[config.mk]
export PLATFORM = sky130hd
export DESIGN_NAME = uart_tx_arbiter
export DESIGN_NICKNAME = d
export VERILOG_FILES = /design/src/rtl/uart_pkg.sv /design/src/rtl/rr_pick.sv /design/src/rtl/uart_tx_arbiter.sv
export SDC_FILE = /design/constraint.sdc
export NUM_CORES = 1
export LEC_CHECK = 0
export CORE_MARGIN = 2
export CORE_UTILIZATION = 64
export DETAILED_ROUTE_END_ITERATION = 8
export DONT_BUFFER_PORTS = 1
export PLACE_DENSITY_LB_ADDON = 0.1
export SLEW_MARGIN = 20
export SYNTH_ARGS = -nofsm -noshare
export SYNTH_HDL_FRONTEND = slang
export SYNTH_SLANG_ARGS = --single-unit
[constraint.sdc]
create_clock -name clk -period 2.6 [get_ports clk]
set_input_delay 0.39 -clock clk [delete_from_list [all_inputs] [get_ports clk]]
set_output_delay 0.39 -clock clk [all_outputs]
set_load 0.01 [all_outputs]
[src/rtl/uart_pkg.sv]
// Shared definitions for the UART transmit arbiter: FSM state encoding,
// default byte width and an index-width helper.
package uart_pkg;

  typedef enum logic [1:0] {
    ARB     = 2'd0,
    ISSUE   = 2'd1,
    WAIT_HI = 2'd2,
    WAIT_LO = 2'd3
  } state_t;

  localparam int DEF_DATA_WIDTH = 8;

  // Width needed to hold an index into n items, never less than one bit.
  function automatic int log2w(input int n);
    return (n <= 2) ? 1 : $clog2(n);
  endfunction

endpackage

[src/rtl/rr_pick.sv]
// Rotating-priority picker: grants the first set request at or above ptr,
// wrapping at N. Purely combinational so other arbiters can reuse it.
module rr_pick
  import uart_pkg::*;
#(
  parameter  int N  = 2,
  localparam int IW = log2w(N)
) (
  input  logic [N-1:0]  req,
  input  logic [IW-1:0] ptr,
  output logic [N-1:0]  grant,
  output logic [IW-1:0] idx
);

  int            j;
  logic [IW-1:0] jj;

  // Scan from the farthest slot back toward ptr so the nearest request wins.
  always_comb begin
    grant = '0;
    idx   = '0;
    j     = 0;
    jj    = '0;
    for (int i = N - 1; i >= 0; i--) begin
      j = int'(ptr) + i;
      if (j >= N) j = j - N;
      jj = IW'(j);
      if (req[jj]) begin
        grant     = '0;
        grant[jj] = 1'b1;
        idx       = jj;
      end
    end
  end

endmodule

[src/rtl/uart_tx_arbiter.sv]
// Shares one UART transmitter among NUM_REQ byte producers. One byte is in
// flight at a time; a multi-byte message keeps the grant until its last byte.
//
// Handshake: a requester holds req_valid with stable req_data/req_last until
// it sees req_ready; the byte is taken on the rising edge where both are high.
// req_ready is only ever raised in ARB while the transmitter is idle.
module uart_tx_arbiter
  import uart_pkg::*;
#(
  parameter  int NUM_REQ    = 2,
  parameter  int DATA_WIDTH = DEF_DATA_WIDTH,
  parameter  int BUSY_TO    = 8,
  localparam int IW         = log2w(NUM_REQ)
) (
  input  logic                          clk,
  input  logic                          rst,
  input  logic [NUM_REQ-1:0]            req_valid,
  input  logic [NUM_REQ*DATA_WIDTH-1:0] req_data,
  input  logic [NUM_REQ-1:0]            req_last,
  output logic [NUM_REQ-1:0]            req_ready,
  output logic                          tx_start,
  output logic [DATA_WIDTH-1:0]         tx_data,
  input  logic                          tx_busy,
  output logic [IW-1:0]                 owner,
  output logic                          locked,
  output logic                          err,
  output state_t                        state_dbg
);

  localparam int CW = log2w(BUSY_TO) + 1;

  state_t             state, state_nx;
  logic [IW-1:0]      ptr;
  logic [CW-1:0]      cnt;
  logic [NUM_REQ-1:0] elig;
  logic [NUM_REQ-1:0] grant;
  logic [IW-1:0]      win;
  logic               accept;
  logic               timeout;

  assign state_dbg = state;

  // While a message is open only its owner may compete.
  always_comb begin
    elig = req_valid;
    if (locked) elig = req_valid & (NUM_REQ'(1) << owner);
  end

  rr_pick #(.N(NUM_REQ)) u_pick (
    .req   (elig),
    .ptr   (ptr),
    .grant (grant),
    .idx   (win)
  );

  // FSM state register.
  always_ff @(posedge clk or posedge rst) begin
    if (rst) state <= ARB;
    else     state <= state_nx;
  end

  // Next-state logic, ready/start generation and timeout detection.
  always_comb begin
    state_nx  = state;
    req_ready = '0;
    tx_start  = 1'b0;
    accept    = 1'b0;
    timeout   = 1'b0;
    case (state)
      ARB: begin
        if (!tx_busy) begin
          req_ready = grant;
          if (|grant) begin
            accept   = 1'b1;
            state_nx = ISSUE;
          end
        end
      end
      ISSUE: begin
        tx_start = 1'b1;
        state_nx = WAIT_HI;
      end
      WAIT_HI: begin
        if (tx_busy) begin
          state_nx = WAIT_LO;
        end else if (cnt == CW'(BUSY_TO - 1)) begin
          // Transmitter never acknowledged; the byte is dropped, not retried.
          timeout  = 1'b1;
          state_nx = ARB;
        end
      end
      WAIT_LO: begin
        if (!tx_busy) state_nx = ARB;
      end
      default: state_nx = ARB;
    endcase
  end

  // Byte latch, ownership, lock, round-robin pointer, timeout counter, error flag.
  always_ff @(posedge clk or posedge rst) begin
    if (rst) begin
      tx_data <= '0;
      owner   <= '0;
      locked  <= 1'b0;
      ptr     <= '0;
      cnt     <= '0;
      err     <= 1'b0;
    end else begin
      if (accept) begin
        tx_data <= req_data[int'(win)*DATA_WIDTH +: DATA_WIDTH];
        owner   <= win;
        locked  <= ~req_last[win];
        if (req_last[win]) ptr <= (win == IW'(NUM_REQ - 1)) ? '0 : win + 1'b1;
      end
      if (state == ISSUE) cnt <= '0;
      else if (state == WAIT_HI && !tx_busy && !timeout) cnt <= cnt + 1'b1;
      if (timeout) err <= 1'b1;
    end
  end

endmodule

==> reports/qor.csv, run 1 <==
metric,value,unit
yosysWarningCount,0,
numCtsBuffers,3,
drive_gt1_share,11.24,%
drc,0,
critPathMaxStageDelay,480,ps
drv_cap,0,
fill_cells,95,
vias,650,
placed_cell_area,925.9,sq um
ir_drop,0.6761,mV
ctsLongestPathBuffers,2,
initial_utilization,69.52,%
utilization,73.03,%
clock.fmax,507.2,MHz
power.total,1.083,mW
final.setup_skew,4.314,ps
p_clk_share,15.9,%
yosysMostFrequentCell,dfrtp_1,
cts_sinks,18,
timing.final.ws_setup,628.5,ps
cp_num_buf_inv,0,
grt_pass1_vias,613,
p_switching,0.4304,mW
tightest_slew,676.2,ps
setup_viol,0,
io_pins,39,
coreArea,1318,sq um
power_density,1125,nW/um^2
synth_area_leaders,"dfrtp_1, mux2i_1, a21oi_1",
gp_congestion,0.7096,
die-area,1750,sq um
synth_nets,110,
grt_max_degree,19,
pwr-share-comb,32.1,%
ant_nets,0,
place_ws,826.8,ps
p_int,0.6525,mW
synth-seq-cells,18,
gr-total-overflow,0,
track_usage,19.50,%
wl,1.593,mm
grt_pass1_wl,2.642,mm
post_cts_buffers,0,
slew_viol_final,0,
viasPerCell,6.250,
antenna_found_initial,0,
seq_area_frac_synth,49.18,%
power_leakage,0.4685,nW
synthToLayoutAreaGrowth,5.055,%
hpwl,1.163,mm
netlist_area,915.9,sq um
dr.pass1.iters,4,
synth_xor_area_share,0.9563,%
syn_area_per_cell,10.65,sq um
rsz0062_at_grt,no,
hold_violations,0,
synth-edff-count,0,
first_iter_violations,19,
cp.arrival,1580,ps
path_cells,or3_4 > a211oi_1,
routedWlPerCell,15.32,um
async_reset_ff_share,100.0,%
cp_top_family,flip-flops,
multi_input_area,422.9,sq um
synth_area_leader_cell,dfrtp_1,
synth_top_flop_cell,dfrtp_1,
final_area,962.2,sq um
io_buffers,0,
synth_top_area_share,49.18,%
die_w,41.83,um
fin_setup_tns,0,ps
synthCells,86,
finalNetCount,114,
p_sw_share,39.75,%
fp-row-count,13,
synth_common_cells,"dfrtp_1, a21oi_1, nor2_1",
synth_cell_type_count,31,
synthMuxAreaShare,12.16,%
synthAdderAreaFrac,1.366,%
cp_slowest_cell,dfrtp_1,
cp.required,2210,ps
root_buffer,clkbuf_4,
startpoint_type,register,
synth_top_family_by_area,compound AO/OA/AOI/OAI gates,
cts.repair.resized,0,
finalCriticalPeriod,1972,ps
clk_latency,290,ps
die_h,41.83,um
finalCritPeriodShare,75.83,%
relSlewSlack,54.87,%
cp-end-kind,primary output,
synth-compound-area-share,17.90,%
seq_power_share,52.0,%
insertedDiodeCount,0,
worstSetupPathType,reg2out,
regArea,450.4,sq um
cts_hold_buffers,0,
cts_tree,done,
htree_levels,1,
synth-simple-area-share,13.80,%
hold_path_class,in2async,
status,"complete, no violations",
critPathMaxFanout,7,
clk_pin_slew,110,ps
## cells by family after synthesis
kind of cell / Yosys count
compound gates: 23
flops: 18
mux: 11
simple gates: 24
buf+inv: 8
fa+ha+maj: 1
xor+xnor: 1
## flip-flops by register name (all words and copies together), names as in the netlist
register / cells
state_dbg: 2
err: 1
locked: 1
ptr: 1
tx_data: 8
cnt: 4
owner: 1
## layout by cell type (no fill, tap or decap), types with 2 or more instances in the layout
cell	n
dfrtp_1	18
nor2_1	12
a21oi_1	12
mux2i_1	10
inv_1	5
clkbuf_4	3
nand2_1	2
a21o_1	2
nand3_1	2
buf_4	2
## stage by stage
stage / cells / hold WS (ps)
floorplan: 86 / 328.6
global placement: 100 / 411.3
detailed placement: 100 / 412.3
CTS: 104 / 95.68
global route: 104 / 138.8
finish: 104 / 73.31
## cell type report
cell class                      instances  share of cell area (%)
Clock buffer                            4                   3.771
Timing Repair Buffer                    2                   1.560
Tap cell                               15                   1.951
Multi-Input combinational cell         60                   43.95
Inverter                                5                   1.951
Sequential cell                        18                   46.81
## metal layers
layer / track usage [%] / part of all wire [%] / up-vias
met4: 7.742 / 1.0 / 0
met1: 23.34 / 43 / 303
met5: 0 / 0 / -
li1: - / - / 311
met2: 33.13 / 47 / 34
met3: 5.217 / 8.5 / 2
## final timing paths
check / start / to / slack (ps) / depth (start not counted)
max: state_dbg[1] / req_ready[0] / 630 / 2
min: rst / tx_data[0] / 70 / 1
max reg2reg: state_dbg[1] / tx_data[3] / 820 / 5
min reg2reg: err / err / 550 / 1
max in group asynchronous: rst / owner / 2090 / 1
min in group clk: tx_busy / state_dbg[0] / 220 / 1
## power groups by stage
stage	Clock (mW)	Sequential, mW	Combinational, mW
after CTS	0.173	0.566	0.349
after detailed placement	0	0.570	0.349
after global placement	0	0.568	0.336
after global routing	0.182	0.588	0.393
final	0.172	0.563	0.347
after floorplan	0	0.543	0.307
Note: power is estimated with default switching activity, not from simulation.
==> run 2: changes to the inputs <==
Settings changed: CORE_UTILIZATION 64 to 59.
Clock period 2.6 ns to 1.96 ns, I/O delays scaled along.
==> run 2 against run 1 <==
The flow now finishes with violations (negative hold slack). Wire length grew 0.44%. Die area up 7.6%. Sequential share of layout area shrank 1.1 points. Via count down 1.8%. Final area grew 2.5%. Clock power increased by 31%. Clock skew is 2.8 ps lower. First-iteration DRC count shrank 79%. Cell count rose by 3.8%. Combinational power up 60%. Utilization is 6.8 points lower. Largest power group unchanged. Highest routed layer unchanged.
==> reports/qor.csv, run 2 (synthesis results as in run 1) <==
metric,value,unit
status,"finished, violations left",
violations,negative hold slack,
rsz0062_at_grt,no,
wl_met3,105,um
startpoint_type,register,
drive_gt1_share,14.13,%
finalNetCount,117,
io_pins,39,
die_w,43.40,um
final.setup_skew,1.546,ps
dr.pass1.iters,4,
post_cts_buffers,0,
cp.required,1670,ps
cp.arrival,1470,ps
antenna_found_initial,0,
gr-total-overflow,0,
drc,0,
cp_num_buf_inv,0,
cp_top_family,simple AND/OR/NAND/NOR gates,
top_layer,met4,
wl,1.600,mm
cts_tree,done,
grt_pass1_vias,599,
cts_sinks,18,
hold_path_class,in2async,
cts.repair.resized,0,
power_density,1496,nW/um^2
ctsLongestPathBuffers,2,
fin_setup_tns,0,ps
timing.hold.ws,-23.08,ps
hpwl,1.201,mm
final_common_cell,dfrtp_1,
critPathMaxFanout,4,
met1_length,688,um
die_h,43.40,um
ant_nets,0,
ir_drop,0.6732,mV
cp_slowest_cell,or3_4,
worstSetupPathType,reg2out,
met2_length,795,um
fin_cells,108,
finalCritPeriodShare,90.11,%
relSlewSlack,56.37,%
path_cells,or3_4 > a211oi_1,
slew_viol_final,0,
setup_viol,0,
vias,638,
largest_register_ffs,8,
drv_cap,0,
dp_cells,104,
utilization,66.22,%
cts_hold_buffers,0,
track_usage,17.49,%
gp_congestion,0.6993,
critPathMaxStageDelay,420,ps
die-area,1884,sq um
viasPerCell,5.907,
grt_pass1_wl,2.532,mm
synthToLayoutAreaGrowth,7.650,%
finalCriticalPeriod,1766,ps
clk_latency,280,ps
fp-row-count,14,
insertedDiodeCount,0,
power_leakage,0.4831,nW
cp-end-kind,primary output,
layout_common_cells,"dfrtp_1, nor2_1, a21oi_1",
clk_pin_slew,100,ps
coreArea,1489,sq um
io_buffers,0,
grt_max_degree,19,
numCtsBuffers,3,
fill_cells,115,
clock.fmax,566.2,MHz
largest-register,tx_data,
routedWlPerCell,14.81,um
first_iter_violations,4,
tightest_slew,653.8,ps
initial_utilization,61.51,%
hold_violations,18,
htree_levels,1,
root_buffer,clkbuf_4,
run 2: cell count changes in the layout (fill, tap and decap cells not counted), sizes merged:
cell	change
buf	+3
run 2: final cells by class:
cell class	instances	area (sq um)	share of cell area, %
clock buffers	4	36.28	3.680
inverters	5	18.77	1.904
multi-input cells	60	422.9	42.89
flip-flops and latches	18	450.4	45.69
well taps	16	20.02	2.030
repair buffers	5	37.54	3.807
run 2: path summary, 6_finish.rpt:
path	startpoint	to	slack (ps)	cells past startpoint
worst max-delay path	state_dbg[1]	req_ready[0]	190	2
worst min register to register	err	err	540	1
worst min-delay path	rst	tx_data[2]	-20	1
min in group clk	tx_busy	state_dbg[0]	130	1
worst max register to register	state_dbg[1]	tx_data[7]	300	5
max in group asynchronous	rst	ptr	1570	1
run 2: worst register-to-register path, delay by kind of cell, from the launching register on:
family                 cells  cell delay, ps
and+or+nand+nor            2             480
DFF                        1             400
AOI/OAI and AO/OA          2             450
buffers and inverters      1             260
run 2: routing by layer:
metal	up-vias	global-route usage (%)
met5	-	0
met3	2	4.167
met1	304	23.53
li1	315	-
met2	17	29.25
met4	0	3.636
run 2: power by group:
group	switching (mW)	leakage (nW)	internal [mW]
registers	0.165	0.217	0.531
logic	0.295	0.245	0.260
clock network	0.112	0.0210	0.113
total	0.572	0.483	0.903
run 2: stage by stage:
stage / setup WS, ps / total power, mW / instance area (sq um)
finish: 193.8 / 1.475 / 985.9
detailed placement: 307.9 / 1.263 / 949.7
global placement: 361.5 / 1.243 / 949.7
floorplan: 253.9 / 1.128 / 915.9
CTS: 183.3 / 1.491 / 985.9
global route: 111.3 / 1.582 / 985.9
==> run 3: changes to the inputs <==
Clock period 1.96 ns to 1.95 ns, I/O delays scaled along.
==> run 3 against run 2 <==
The run now ends clean. Clock power about the same. Sequential share of layout area fell by 0.69 points. Total power grew 0.55%. Final area grew 1.5%. Cell count did not move. Sequential cell count did not move. Wire length is 3.0% lower. Largest cell class unchanged. Largest power group unchanged.
==> reports/qor.csv, run 3 (synthesis results as in run 1) <==
metric,value,unit
status,"complete, no violations",
die_w,43.40,um
path_cells,o311ai_2 > buf_12 > nor2_1,
clock.fmax,570.5,MHz
clk_latency,290,ps
ant_nets,0,
final_common_cell,dfrtp_1,
cts_sinks,18,
power_leakage,0.4879,nW
viasPerCell,5.824,
finalCritPeriodShare,89.89,%
io_buffers,0,
drv_cap,0,
die-area,1884,sq um
coreArea,1489,sq um
synthToLayoutAreaGrowth,9.290,%
die_h,43.40,um
io_pins,39,
ir_drop,0.6657,mV
vias,629,
cp_num_buf_inv,1,
largest_register_ffs,8,
htree_levels,1,
finalCriticalPeriod,1753,ps
p_clk_share,15.0,%
critPathMaxStageDelay,510,ps
numCtsBuffers,3,
grt_pass1_vias,588,
root_buffer,clkbuf_4,
routedWlPerCell,14.37,um
insertedDiodeCount,0,
multi_input_area,422.9,sq um
drive_gt1_share,13.04,%
wl,1.552,mm
seq_power_share,48.9,%
timing.hold.ws,127.6,ps
cts_tree,done,
regArea,450.4,sq um
rsz0062_at_grt,no,
pwr-share-comb,36.2,%
power_density,1482,nW/um^2
clk_pin_slew,100,ps
hold_violations,0,
place_ws,288.5,ps
first_iter_violations,10,
worstSetupPathType,reg2out,
grt_pass1_wl,2.594,mm
relSlewSlack,56.21,%
gr-total-overflow,0,
cp_top_family,flip-flops,
fin_cells,108,
power.total,1.483,mW
antenna_found_initial,0,
tightest_slew,656.1,ps
slew_viol_final,0,
drc,0,
largest-register,tx_data,
gp_congestion,0.7088,
fp-row-count,14,
layout_common_cells,"dfrtp_1, nor2_1, a21oi_1",
hpwl,1.188,mm
cp.arrival,1460,ps
cp.required,1660,ps
ctsLongestPathBuffers,2,
fill_cells,120,
dr.pass1.iters,4,
final.setup_skew,9.018,ps
startpoint_type,register,
critPathMaxFanout,12,
track_usage,18.04,%
setup_viol,0,
initial_utilization,61.51,%
timing.final.ws_setup,197.1,ps
p_sw_share,38.41,%
grt_max_degree,19,
cts.repair.resized,0,
cp-end-kind,primary output,
fin_setup_tns,0,ps
dp_cells,103,
p_int,0.9134,mW
cp_slowest_cell,dfrtp_1,
finalNetCount,117,
hold_path_class,in2reg,
p_switching,0.5696,mW
## run 3: cell types whose count changed in the layout (fill, tap and decap cells not counted), sizes merged
cell         before  now
dlygate4sd3       0    1
buf               5    4
## run 3: through the flow
step,utilization [%],cell area (sq um)
finish,67.23,1001
global route,67.23,1001
CTS,67.23,1001
detailed placement,64.12,954.7
global placement,64.12,954.7
floorplan,-,915.9
## run 3: final cells by class
| cell class | count | area share [%] |
|---|---|---|
| Sequential cell | 18 | 45.00 |
| Multi-Input combinational cell | 60 | 42.25 |
| Timing Repair Buffer | 5 | 5.250 |
| Clock buffer | 4 | 3.625 |
| Tap cell | 16 | 2.000 |
| Inverter | 5 | 1.875 |
## run 3: what timing repair did
item | 4_1_cts | 5_1_grt
hold buffers | 1 | 0
setup buffers | 0 | 0
endpoints found under the hold margin | 10 | 0
## run 3: routing by layer
layer | vias to the layer above | wire (um) | GRT usage, %
met4 | 0 | 0 | 3.636
li1 | 322 | - | -
met1 | 290 | 682 | 26.97
met3 | 0 | 101 | 3.750
met5 | - | 0 | 0
met2 | 17 | 767 | 27.76
## run 3: power by group through the flow
stage               clock network (mW)  logic (mW)  registers (mW)
detailed placement                   0       0.540           0.734
CTS                              0.230       0.543           0.728
global placement                     0       0.530           0.729
finish                           0.222       0.536           0.725
global route                     0.243       0.601           0.750
floorplan                            0       0.409           0.724
## run 3: path summary, 6_finish.rpt
check	startpoint	to	slack (ps)	depth (start not counted)
setup / recovery	locked	req_ready[1]	200	3
hold / removal	tx_busy	state_dbg[0]	130	1
setup reg to reg	state_dbg[1]	tx_data[5]	300	5
hold reg to reg	err	err	560	1
max in group asynchronous	rst	ptr	990	2
min in group asynchronous	rst	tx_data[3]	530	2
